$ cat src/rtl/dac_sample_scheduler.sv
// DDS-style sample pacer for the dual-channel DAC serializer: a rate timer, a phase accumulator and a go/ready handshake FSM.
// Optional handshake watchdog enabled by defining DAC_SCHED_TIMEOUT_EN.
module dac_sample_scheduler #(
    parameter int LUT_SIZE    = 128,
    parameter int ACC_W       = 16,
    parameter int DIV_W       = 16,
    parameter int ROM_LAT     = 1,
    parameter int TIMEOUT_CYC = 1024
) (
    input  logic                        clk,
    input  logic                        rst,
    input  logic                        enable,
    input  logic                        phase_clr,
    input  logic [DIV_W-1:0]            rate_div,
    input  logic [ACC_W-1:0]            phase_inc,
    input  logic [$clog2(LUT_SIZE)-1:0] ch2_offset,
    output logic [$clog2(LUT_SIZE)-1:0] addr1,
    output logic [$clog2(LUT_SIZE)-1:0] addr2,
    output logic                        go,
    input  logic                        ready,
    output logic                        busy,
    output logic [7:0]                  overrun_cnt,
    output logic                        timeout_err
);

    localparam int ADDR_W  = $clog2(LUT_SIZE);
    // One counter times both the ROM latency and the watchdog, so it is sized for the larger.
    localparam int CNT_MAX = (TIMEOUT_CYC > ROM_LAT) ? TIMEOUT_CYC : ROM_LAT;
    localparam int CNT_W   = $clog2(CNT_MAX + 1);
    localparam logic [CNT_W-1:0] LAT_LAST = CNT_W'(ROM_LAT - 1);

    typedef enum logic [2:0] {
        S_IDLE,
        S_LOAD,
        S_FIRE,
        S_WAIT_ACK,
        S_WAIT_DONE
    } state_e;

    state_e            state_q;
    logic [CNT_W-1:0]  cnt_q;
    logic [DIV_W-1:0]  timer_q, timer_d;
    logic [ACC_W-1:0]  acc_q;
    logic [ADDR_W-1:0] addr1_q, addr2_q;
    logic              go_q, busy_q;
    logic [7:0]        ovr_q;
    logic              tick, drop;
    logic [ADDR_W-1:0] acc_addr;

    assign tick     = enable && (timer_q == rate_div);
    assign drop     = tick && !((state_q == S_IDLE) && ready);
    assign acc_addr = acc_q[ACC_W-1 -: ADDR_W];

    // NOTE: every signal assigned in always_comb gets a default first, so no path can infer a latch.
    always_comb begin
        timer_d = timer_q + 1'b1;
        if (!enable || tick) begin
            timer_d = '0;
        end
    end

`ifdef DAC_SCHED_TIMEOUT_EN
    localparam logic [CNT_W-1:0] WD_LAST = CNT_W'(TIMEOUT_CYC - 1);
    logic timeout_q;
    logic xfer_done;
    assign xfer_done = (state_q == S_WAIT_DONE) && ready;
`endif

    // NOTE: sequential state uses non-blocking assignments so every register sees pre-edge values.
    always_ff @(posedge clk or posedge rst) begin
        if (rst) begin
            state_q <= S_IDLE;
            cnt_q   <= '0;
            timer_q <= '0;
            acc_q   <= '0;
            addr1_q <= '0;
            addr2_q <= '0;
            go_q    <= 1'b0;
            busy_q  <= 1'b0;
            ovr_q   <= '0;
`ifdef DAC_SCHED_TIMEOUT_EN
            timeout_q <= 1'b0;
`endif
        end else begin
            timer_q <= timer_d;
            go_q    <= 1'b0;
            if (drop && (ovr_q != 8'hFF)) begin
                ovr_q <= ovr_q + 8'd1;
            end
            case (state_q)
                S_IDLE: begin
                    if (phase_clr) begin
                        acc_q <= '0;
                    end
                    if (tick && ready) begin
                        addr1_q <= acc_addr;
                        addr2_q <= acc_addr + ch2_offset;
                        cnt_q   <= '0;
                        busy_q  <= 1'b1;
                        state_q <= S_LOAD;
                    end
                end
                S_LOAD: begin
                    if (cnt_q == LAT_LAST) begin
                        go_q    <= 1'b1;
                        state_q <= S_FIRE;
                    end else begin
                        cnt_q <= cnt_q + 1'b1;
                    end
                end
                S_FIRE: begin
                    cnt_q   <= '0;
                    state_q <= S_WAIT_ACK;
                end
                S_WAIT_ACK: begin
                    if (!ready) begin
                        state_q <= S_WAIT_DONE;
                    end
                end
                S_WAIT_DONE: begin
                    if (ready) begin
                        // A clear coinciding with the update takes priority over the step.
                        acc_q   <= phase_clr ? '0 : acc_q + phase_inc;
                        busy_q  <= 1'b0;
                        state_q <= S_IDLE;
                    end
                end
                default: begin
                    busy_q  <= 1'b0;
                    state_q <= S_IDLE;
                end
            endcase
`ifdef DAC_SCHED_TIMEOUT_EN
            if ((state_q == S_WAIT_ACK || state_q == S_WAIT_DONE) && !xfer_done) begin
                if (cnt_q == WD_LAST) begin
                    busy_q    <= 1'b0;
                    timeout_q <= 1'b1;
                    state_q   <= S_IDLE;
                end else begin
                    cnt_q <= cnt_q + 1'b1;
                end
            end
`endif
        end
    end

    assign addr1       = addr1_q;
    assign addr2       = addr2_q;
    assign go          = go_q;
    assign busy        = busy_q;
    assign overrun_cnt = ovr_q;
`ifdef DAC_SCHED_TIMEOUT_EN
    assign timeout_err = timeout_q;
`else
    assign timeout_err = 1'b0;
`endif

endmodule

$ cat config.mk
export PLATFORM = sky130hd
export DESIGN_NAME = dac_sample_scheduler
export DESIGN_NICKNAME = d
export VERILOG_FILES = /design/src/rtl/dac_sample_scheduler.sv
export SDC_FILE = /design/constraint.sdc
export NUM_CORES = 1
export LEC_CHECK = 0
export CAP_MARGIN = 20
export CORE_MARGIN = 4
export CORE_UTILIZATION = 50
export DETAILED_ROUTE_END_ITERATION = 16
export PLACE_DENSITY = 0.76
export SLEW_MARGIN = 0
export SYNTH_ARGS = -nofsm -noshare
export SYNTH_HDL_FRONTEND = slang
export SYNTH_SLANG_ARGS = --single-unit
export TNS_END_PERCENT = 100
$ cat constraint.sdc
create_clock -name clk -period 3.97 [get_ports clk]
set_input_delay 0.5955 -clock clk [delete_from_list [all_inputs] [get_ports clk]]
set_output_delay 0.5955 -clock clk [all_outputs]
set_load 0.05 [all_outputs]
==> results.sh <==
export IMPL_cp_start_kind="input port"
export IMPL_place_congestion=0.922
export IMPL_clockRootBuffer="clkbuf_8"
export IMPL_avgSynthCellArea_sq_um=9.39
export IMPL_dieWidth_um=99.4
export IMPL_yosysSeqAreaShare_pct=41.9
export IMPL_htreeDepth=3
export IMPL_cts_tree="yes"
export IMPL_die_h_um=99.4
export IMPL_synth_top_family_by_area="simple AND/OR/NAND/NOR gates"
export IMPL_fmax_ghz=0.328
export IMPL_synth_compound_area_share_pct=15.6
export IMPL_hp_class="in2async"
export IMPL_hold_buffers=0
export IMPL_run_status="completed"
export IMPL_dr_pass1_iters=4
export IMPL_yosysMostFrequentCell="dfrtp_1"
export IMPL_cts_buffer_depth=2
export IMPL_power_mw=1.98
export IMPL_relSlewSlack_pct=57.8
export IMPL_clk_pin_slew_ps=80
export IMPL_setup_viol=0
export IMPL_numCtsBuffers=9
export IMPL_grt_pass1_wl_um=15300
export IMPL_setup_tns_ps=0
export IMPL_cap_violations=0
export IMPL_grt_setup_unrepaired="false"
export IMPL_routedWlPerCell_um=14.5
export IMPL_synth_xor_area_share_pct=11.3
export IMPL_synth_cells=445
export IMPL_fin_skew_ps=12.5
export IMPL_viasPerCell=5.52
export IMPL_synth_top_area_share_pct=41.9
export IMPL_synthMuxAreaShare_pct=2.67
export IMPL_whs_ps=449
export IMPL_fp_coreArea_sq_um=8180
export IMPL_reg2reg_from="acc_q[6]"
export IMPL_maxSlewViolCount=0
export IMPL_post_cts_buffers=0
export IMPL_rr_endpoint="acc_q[15]"
export IMPL_crit_start="phase_inc[6]"
export IMPL_finalWorstSetupSlack_ps=925
export IMPL_hpwl_um=6630
export IMPL_ys_seq_elements=70
export IMPL_timing_final_crit_share_pct=76.7
export IMPL_yosysWarnings=0
export IMPL_final_antenna_net_count=0
export IMPL_antenna_cells=0
export IMPL_dp_slack_ps=637
export IMPL_area_growth_pct=23.4
export IMPL_clock_sinks=70
export IMPL_synth_edff_count=0
export IMPL_finalCriticalPeriod_ps=3040
export IMPL_drtIter0Drc=110
export IMPL_irDropWorstVdd_uv=197
export IMPL_synth_simple_area_share_pct=17.0
export IMPL_critPathKind="in2reg"
export IMPL_grt_pass1_vias=3300
export IMPL_synthDistinctLibCells=49
export IMPL_cp_required_ps=4230
export IMPL_initial_core_util_pct=51.1
export IMPL_power_density_nw_per_um2=383
export IMPL_row_count=33
export IMPL_die_area_sq_um=9880
export IMPL_io_buffers=67
export IMPL_drt_total_wl_um=8990
export IMPL_yosysTopAreaCell="dfrtp_1"
export IMPL_cts_resized_gates=0
export IMPL_async_flop_share_pct=100
export IMPL_rrSetupSlack_ps=1220
export IMPL_drive_gt1_share_pct=6.78
export IMPL_ios=69
export IMPL_syn_num_nets=516
export IMPL_antenna_found_initial=0
export IMPL_synth_area_top_cells="dfrtp_1 42%, ha_1 7.5%, xor2_1 6.9%, nand2_1 4.5%, xnor2_1 4.4%"
export IMPL_finalNetCount=582
export IMPL_end_kind="register"
export IMPL_synth_top_flop_cell="dfrtp_1"
export IMPL_cp_endpoint="acc_q[15]"
export IMPL_finalHoldViolCount=0
export IMPL_insertion_delay_ps=350
export IMPL_drc=0
export IMPL_crit_fanout=7
export IMPL_grt_overflow=0
export IMPL_vias=3429
export IMPL_grt_max_degree=42
export IMPL_worstRegToRegCells=7
export IMPL_grt_usage_pct=19.0
export IMPL_synth_fa_ha_area_share_pct=8.45
export IMPL_synthesis_area_sq_um=4180
export IMPL_worst_slew_pin_slew_ps=632
export IMPL_critPathArrivalTime_ps=3310
export IMPL_p_leak_nw=2.38
export IMPL_netlist_top_cells_count="70 x dfrtp_1, 50 x nand2_1, 40 x nor2_1, 36 x o21ai_0, 33 x xor2_1"
[cells in the final DEF, fill, tap and decap left out, drive strengths merged, types with 5 or more instances in the layout]
cell and instances:
a21o 7, a21oi 19, and3 16, clkbuf 9, clkdlybuf4s50 67, dfrtp 70
ha 25, inv 16, mux2 9, nand2 50, nand3 15, nand4 6
nor2 40, nor3 6, nor4 9, o21ai 37, o21bai 5, o31ai 10
xnor2 21, xor2 33
[area by class of cell]
cell class	count	area, sq um
Clock buffer	9	124
Clock inverter	7	97.6
Fill cell	680	3020
Inverter	15	56.3
Multi-Input combinational cell	345	2300
Sequential cell	70	1750
Tap cell	105	131
Timing Repair Buffer	70	693
[worst min-delay path by stage]
stage | depth (start not counted) | startpoint | endpoint | slack (ps)
floorplan | 2 | acc_q[2] | acc_q[2] | 450
global placement | 2 | addr2[6] | addr2[6] | 460
detailed placement | 2 | addr2[3] | addr2[3] | 480
CTS | 2 | rst | overrun_cnt[0] | 440
global route | 2 | rst | overrun_cnt[0] | 450
finish | 2 | rst | overrun_cnt[0] | 450
[kinds of logic (layout without fill, tap and decap cells)]
kind of cell | Yosys count | count (layout)
AO/OA/AOI/OAI | 102 | 102
XOR/XNOR | 54 | 54
AND/OR/NAND/NOR | 151 | 151
multiplexers | 10 | 10
buffers and inverters | 30 | 101
other | 1 | 1
adder cells (fa/ha/maj) | 27 | 27
flip-flops | 70 | 70
[report_power, final]
part / switching (mW) / internal (mW) / leakage [nW] / total [mW]
Combinational: 0.292 / 0.210 / 1.31 / 0.502
Clock: 0.290 / 0.356 / 0.106 / 0.646
Sequential: 0.0676 / 0.760 / 0.968 / 0.828
Total: 0.649 / 1.33 / 2.38 / 1.98
[through the flow]
step	std cells	area [sq um]	utilization, %
global placement	605	4930	60.3
global route	621	5150	63.1
CTS	621	5150	63.1
finish	621	5150	63.1
floorplan	445	4180	-
detailed placement	605	4930	60.3
[flip-flops by register name (all words and copies together), names as in the netlist]
name / cells
go: 1
timer_q: 16
cnt_q: 11
addr1: 7
state_q: 3
acc_q: 16
overrun_cnt: 8
addr2: 7
busy: 1
[worst max-delay path, cell delays in order]
cell,delay (ps)
clkdlybuf4s50_1,400
ha_1,390
a2111oi_0,490
o21ai_1,140
a221o_1,370
o21ba_1,240
or4_1,480
a31oi_1,190
[metal layers]
metal | vias up | global-route usage [%] | wire (um)
met5 | - | 0 | 0
met1 | 1630 | 24.8 | 4080
met2 | 78 | 30.9 | 4370
met4 | 0 | 4.31 | 81
li1 | 1709 | - | -
met3 | 12 | 6.10 | 465
Power figures use the tool's default switching activity.
